## src/rtl/cpu_bus_pkg.sv

```systemverilog
// Shared definitions for the CPU-side memory arbiter: FSM states,
// arbitration mode codes, common byte-enable patterns and a width helper.
package cpu_bus_pkg;

  typedef enum logic [1:0] {
    ST_IDLE  = 2'd0,
    ST_ISSUE = 2'd1,
    ST_WAIT  = 2'd2,
    ST_DONE  = 2'd3
  } state_t;

  localparam int ARB_RR    = 0;
  localparam int ARB_FIXED = 1;

  localparam logic [3:0] BE_WORD = 4'b1111;
  localparam logic [3:0] BE_HALF = 4'b0011;
  localparam logic [3:0] BE_BYTE = 4'b0001;

  // Bits needed to hold a wait count of 0..lat.
  function automatic int cnt_width(input int lat);
    return (lat < 1) ? 1 : $clog2(lat + 1);
  endfunction

endpackage

```

## src/rtl/rr_picker.sv

```systemverilog
// Combinational request picker. Round-robin mode searches upward starting
// one past the pointer (wrapping); fixed mode takes the lowest requester.
module rr_picker
  import cpu_bus_pkg::*;
#(
  parameter int NUM_CH   = 2,
  parameter int ARB_MODE = ARB_RR
) (
  input  logic [NUM_CH-1:0] req,
  input  logic [2:0]        ptr,
  output logic [NUM_CH-1:0] onehot,
  output logic [2:0]        idx,
  output logic              valid
);

  logic [7:0] req_ext;
  logic [2:0] cand;

  // First requester found in search order wins.
  always_comb begin
    req_ext = 8'(req);
    valid   = 1'b0;
    idx     = '0;
    cand    = '0;
    for (int i = 1; i <= NUM_CH; i++) begin
      if (ARB_MODE == ARB_FIXED) cand = 3'(i - 1);
      else                       cand = 3'((int'(ptr) + i) % NUM_CH);
      if (!valid && req_ext[cand]) begin
        valid = 1'b1;
        idx   = cand;
      end
    end
  end

  // Expand the winner index into a one-hot vector.
  always_comb begin
    onehot = '0;
    for (int k = 0; k < NUM_CH; k++) onehot[k] = valid && (idx == 3'(k));
  end

endmodule

```

## src/rtl/cpu_mem_arbiter.sv

```systemverilog
// Merges NUM_CH CPU bus masters onto one single-port memory.
// Handshake: a master raises iReq with iWe/iAddr/iWData/iBE and holds them
// stable until it sees a one-cycle oAck pulse on its bit; read data is valid
// on oRData in that same cycle. iReq may stay high after oAck to start the
// next transaction, which re-arbitrates in the following IDLE cycle.
// Sequence per transaction: IDLE (grant) -> ISSUE (1 cycle memory strobe)
// -> WAIT (reads only, READ_LAT cycles total from ISSUE) -> DONE (ack).
module cpu_mem_arbiter
  import cpu_bus_pkg::*;
#(
  parameter int NUM_CH   = 2,
  parameter int ADDR_W   = 32,
  parameter int DATA_W   = 32,
  parameter int READ_LAT = 1,
  parameter int ARB_MODE = ARB_RR,
  localparam int BE_W    = DATA_W / 8
) (
  input  logic                     iCLK,
  input  logic                     iRST,
  input  logic [NUM_CH-1:0]        iReq,
  input  logic [NUM_CH-1:0]        iWe,
  input  logic [NUM_CH*ADDR_W-1:0] iAddr,
  input  logic [NUM_CH*DATA_W-1:0] iWData,
  input  logic [NUM_CH*BE_W-1:0]   iBE,
  output logic [NUM_CH-1:0]        oAck,
  output logic [DATA_W-1:0]        oRData,
  output logic                     oMemRE,
  output logic                     oMemWE,
  output logic [BE_W-1:0]          oMemBE,
  output logic [ADDR_W-1:0]        oMemAddr,
  output logic [DATA_W-1:0]        oMemWData,
  input  logic [DATA_W-1:0]        iMemRData,
  output logic                     oBusy,
  output logic [2:0]               oGrant,
  output logic [1:0]               oState
);

  localparam int CNT_W = cnt_width(READ_LAT);

  if (NUM_CH < 1 || NUM_CH > 8) begin : g_bad_num_ch
    $error("cpu_mem_arbiter: NUM_CH must be 1..8");
  end
  if (DATA_W < 8 || (DATA_W % 8) != 0) begin : g_bad_data_w
    $error("cpu_mem_arbiter: DATA_W must be a positive multiple of 8");
  end
  if (READ_LAT < 1 || READ_LAT > 15) begin : g_bad_read_lat
    $error("cpu_mem_arbiter: READ_LAT must be 1..15");
  end
  if (ARB_MODE != ARB_RR && ARB_MODE != ARB_FIXED) begin : g_bad_arb_mode
    $error("cpu_mem_arbiter: ARB_MODE must be 0 or 1");
  end

  state_t            state;
  logic [2:0]        ptr;
  logic              h_we;
  logic [NUM_CH-1:0] h_oh;
  logic [CNT_W-1:0]  cnt;

  logic [NUM_CH-1:0] pick_oh;
  logic [2:0]        pick_idx;
  logic              pick_valid;

  logic              sel_we;
  logic [ADDR_W-1:0] sel_addr;
  logic [DATA_W-1:0] sel_wdata;
  logic [BE_W-1:0]   sel_be;

  rr_picker #(
    .NUM_CH   (NUM_CH),
    .ARB_MODE (ARB_MODE)
  ) u_picker (
    .req    (iReq),
    .ptr    (ptr),
    .onehot (pick_oh),
    .idx    (pick_idx),
    .valid  (pick_valid)
  );

  // Route the winning channel's request fields.
  always_comb begin
    sel_we    = 1'b0;
    sel_addr  = '0;
    sel_wdata = '0;
    sel_be    = '0;
    for (int i = 0; i < NUM_CH; i++) begin
      if (pick_oh[i]) begin
        sel_we    = iWe[i];
        sel_addr  = iAddr[i*ADDR_W +: ADDR_W];
        sel_wdata = iWData[i*DATA_W +: DATA_W];
        sel_be    = iBE[i*BE_W +: BE_W];
      end
    end
  end

  // Transaction FSM; memory strobes and the ack are registered so each is
  // high for exactly the ISSUE or DONE cycle respectively.
  always_ff @(posedge iCLK or negedge iRST) begin
    if (!iRST) begin
      state     <= ST_IDLE;
      ptr       <= 3'(NUM_CH - 1);
      h_we      <= 1'b0;
      h_oh      <= '0;
      cnt       <= '0;
      oAck      <= '0;
      oRData    <= '0;
      oMemRE    <= 1'b0;
      oMemWE    <= 1'b0;
      oMemBE    <= '0;
      oMemAddr  <= '0;
      oMemWData <= '0;
      oGrant    <= '0;
    end else begin
      oAck <= '0;
      case (state)
        ST_IDLE: begin
          if (pick_valid) begin
            state     <= ST_ISSUE;
            oGrant    <= pick_idx;
            h_oh      <= pick_oh;
            h_we      <= sel_we;
            oMemAddr  <= sel_addr;
            oMemWData <= sel_wdata;
            oMemBE    <= sel_be;
            oMemWE    <= sel_we;
            oMemRE    <= !sel_we;
            if (ARB_MODE == ARB_RR) ptr <= pick_idx;
          end
        end
        ST_ISSUE: begin
          oMemWE <= 1'b0;
          oMemRE <= 1'b0;
          oMemBE <= '0;
          if (h_we) begin
            state <= ST_DONE;
            oAck  <= h_oh;
          end else begin
            cnt   <= CNT_W'(READ_LAT - 1);
            state <= ST_WAIT;
          end
        end
        ST_WAIT: begin
          if (cnt == '0) begin
            oRData <= iMemRData;
            oAck   <= h_oh;
            state  <= ST_DONE;
          end else begin
            cnt <= cnt - CNT_W'(1);
          end
        end
        ST_DONE: state <= ST_IDLE;
        default: state <= ST_IDLE;
      endcase
    end
  end

  assign oBusy  = (state != ST_IDLE);
  assign oState = state;

endmodule

```

## config.mk

```make
export PLATFORM = sky130hd
export DESIGN_NAME = cpu_mem_arbiter
export DESIGN_NICKNAME = d
export VERILOG_FILES = /design/src/rtl/cpu_bus_pkg.sv /design/src/rtl/rr_picker.sv /design/src/rtl/cpu_mem_arbiter.sv
export SDC_FILE = /design/constraint.sdc
export NUM_CORES = 1
export LEC_CHECK = 0
export ABC_AREA = 1
export BUFFER_PORTS_ARGS = -buffer_cell sky130_fd_sc_hd__buf_2
export CORE_MARGIN = 2
export CORE_UTILIZATION = 35
export DETAILED_ROUTE_END_ITERATION = 10
export GPL_TIMING_DRIVEN = 0
export PLACE_DENSITY = 0.71
export SLEW_MARGIN = 20
export SYNTH_ARGS = -nofsm -noshare
export SYNTH_HDL_FRONTEND = slang
export SYNTH_HIERARCHICAL = 1
export SYNTH_SLANG_ARGS = --single-unit
```

## constraint.sdc

```tcl
create_clock -name iCLK -period 1.7 [get_ports iCLK]
set_input_delay 0.085 -clock iCLK [delete_from_list [all_inputs] [get_ports iCLK]]
set_output_delay 0.085 -clock iCLK [all_outputs]
set_load 0.02 [all_outputs]
```

==> flow_summary.json <==
{
  "maxSlewViolCount": 0,
  "min_path_type": "in -> reg",
  "switching_share_pct": 42.9,
  "worstSetupStartpointType": "flop",
  "fin_skew_ns": 0.00556,
  "ys.warnings.count": 6,
  "via_count": 6255,
  "synth.area.mux_share_pct": 0,
  "cts_tree": "yes",
  "ant_nets": 0,
  "cts_sinks": 113,
  "grt_pass1_wl_mm": 30.9,
  "viasPerCell": 4.89,
  "switchingPower_mw": 6.22,
  "finalCritPeriodShare_pct": 96.3,
  "syn_area_um2": 5050,
  "combPwrFrac_pct": 46.4,
  "place_ws_ns": -0.0755,
  "gp_congestion": 0.833,
  "ys_ff_latch": 113,
  "pin_count": 284,
  "status": "finished clean",
  "worst_path_max_delay_cell": "dfstp_2",
  "drt-initial-drc-count": 337,
  "grt_max_degree": 70,
  "crit_top_cell": "nand3_1",
  "antenna_found_initial": 0,
  "portBuffers": 283,
  "area.growth.synth_to_final_pct": 80.9,
  "clock-root-buffer": "clkbuf_16",
  "die_w_um": 124,
  "die_h_um": 124,
  "fin_area_um2": 9130,
  "ff2ff_setup_slack_ns": 0.06,
  "max_freq_ghz": 0.611,
  "synth-simple-area-share_pct": 35.2,
  "yosysSeqAreaShare_pct": 56.0,
  "num_rows": 43,
  "synth-compound-area-share_pct": 0.892,
  "max_stage_delay_ns": 0.55,
  "clock_power_share_pct": 22.3,
  "crit_type": "reg -> reg",
  "pwr-share-seq_pct": 31.3,
  "die-area_um2": 15400,
  "yosysUniqueCellTypes": 20,
  "start_util_pct": 36.1,
  "power_density_nw_per_um2": 1590,
  "htree_num_levels": 4,
  "p_total_mw": 14.5,
  "synth_top_family_by_area": "simple AND/OR/NAND/NOR gates",
  "numCtsBuffers": 17,
  "drt_pre_antenna_iters": 5,
  "setup_viol": 0,
  "synthAdderAreaFrac_pct": 1.24,
  "final-hold-violation-count": 0,
  "synth_xor_area_share_pct": 0,
  "internal-power_mw": 8.29,
  "mostFrequentLayoutCell": "buf_2",
  "final_cell_mix": "buf_2, nand2_1, dlygate4sd3_1",
  "crit_path_max_fanout": 6,
  "insertion_delay_ns": 0.41,
  "crit_required_ns": 2.05,
  "core-area_um2": 14000,
  "grt_pass1_vias": 6396,
  "endpoint_kind": "flop",
  "clk_pin_slew_ns": 0.05,
  "cap_violations": 0,
  "drc_errors": 0,
  "grt_use_total_pct": 26.4,
  "gr-total-overflow": 0,
  "drt-total-wl_mm": 20.9,
  "clock_path_buffers": 2,
  "avgRoutedWirePerCell_um": 16.3,
  "hpwl_mm": 12.2,
  "cp_data_arrival_time_ns": 1.98,
  "syn_area_per_cell_um2": 8.37,
  "netlist_instances": 603,
  "dpl-instance-area_um2": 6730,
  "setup_ws_ns": 0.0630,
  "nets": 1265,
  "p_leak_nw": 4.97,
  "period_minus_slack_ns": 1.64,
  "fin_cells": 1280,
  "crit_chain": "inv_1, a21oi_2, inv_2, nor2_4, buf_12, buf_8, buf_4, nand3_1, nand3_1",
  "drive_above_1_share_pct": 33.9,
  "dp.cells": 1068,
  "n_fill_cell": 1042,
  "max-vdd-ir-drop_uv": 728
}
## per-layer routing
metal,global-route usage [%],up-vias,routed length (um)
met5,0,-,0
met4,14.4,0,838
met3,7.78,81,1710
met2,45.3,351,10200
met1,29.3,2932,8150
li1,-,2891,-
## critical path, delay by kind of cell (launching register included)
family	cells	cell delay (ns)
AO/OA/AOI/OAI	1	0.20
buffers and inverters	5	0.55
flip-flops	1	0.55
AND/OR/NAND/NOR	3	0.26
## power by group through the flow
stage / sequential (mW) / combinational [mW] / clock, mW
after floorplan: 5.80 / 2.53 / 0
after global placement: 4.45 / 6.03 / 0
after detailed placement: 4.48 / 6.14 / 0
after CTS: 4.49 / 6.48 / 3.28
after global routing: 4.66 / 7.32 / 3.41
final: 4.54 / 6.74 / 3.23
## worst paths after layout
path	from	to	cells after the start
worst min-delay path	iReq[1]	ptr[0]	5
max in group asynchronous	iRST	ptr[0]	3
worst max-delay path	ptr[0]	oMemAddr[20]	9
worst min register to register	oRData[31]	oRData[31]	2
min in group asynchronous	iRST	oRData[27]	2
worst max register to register	ptr[0]	oMemAddr[20]	9
## stage by stage
step | TNS [ns] | hold slack, ns | utilization (%)
final | 0 | 0.0366 | 65.3
after global routing | -0.00757 | 0.0490 | 65.3
after CTS | 0 | 0.0115 | 64.2
after detailed placement | -0.804 | 0.0380 | 48.1
after global placement | -95.12 | 0.288 | 47.9
after floorplan | 0 | -0.211 | -
## sequential cells by signal (all words and copies together), names as in the netlist
name	count
oState	2
oGrant	3
oMemAddr	32
h_oh	2
oMemRE	1
oMemWE	1
h_we	1
oAck	2
oMemWData	32
oMemBE	4
ptr	1
oRData	32
## Yosys cell counts
cell      count  area, um^2
nor2_2        1        6.26
inv_2         2        7.51
o21ai_0       4        20.0
clkbuf_1      4        15.0
buf_6        12         135
inv_1        10        37.5
buf_2        18        90.1
nand2_1     284        1070
buf_4         6        45.0
a21oi_1       5        25.0
nor2_1        4        15.0
nor2_8        1        20.0
dfstp_2       1        26.3
conb_1        1        3.75
nand3_1     130         651
clkinv_1      1        3.75
ha_1          5        62.6
dfrtp_1     112        2800
nand2_2       1        6.26
nor2_4        1        11.3
## timing repair
item	4_1_cts	5_1_grt
endpoints found under the hold margin	146	0
pin swaps	1	3
buffers inserted	0	7
setup endpoints to repair	45	94
hold buffers	170	0
cloned	0	2
gates resized for setup	7	16
## layout make-up
type | count | area (um^2) | share of cell area (%)
repair buffers | 463 | 3270 | 35.8
flip-flops and latches | 113 | 2830 | 31.0
multi-input cells | 438 | 1900 | 20.8
clock buffers | 19 | 433 | 4.74
plain buffers | 40 | 322 | 3.52
well taps | 180 | 225 | 2.47
clock inverters | 12 | 95.1 | 1.04
inverters | 13 | 55.1 | 0.603
diodes | 2 | 5.00 | 0.0548
## logic make-up after synthesis
logic type | Yosys count
flops | 113
other cells | 1
buf+inv | 53
compound gates | 9
simple gates | 422
fa+ha+maj | 5
Note: power is estimated with default switching activity, not from simulation.
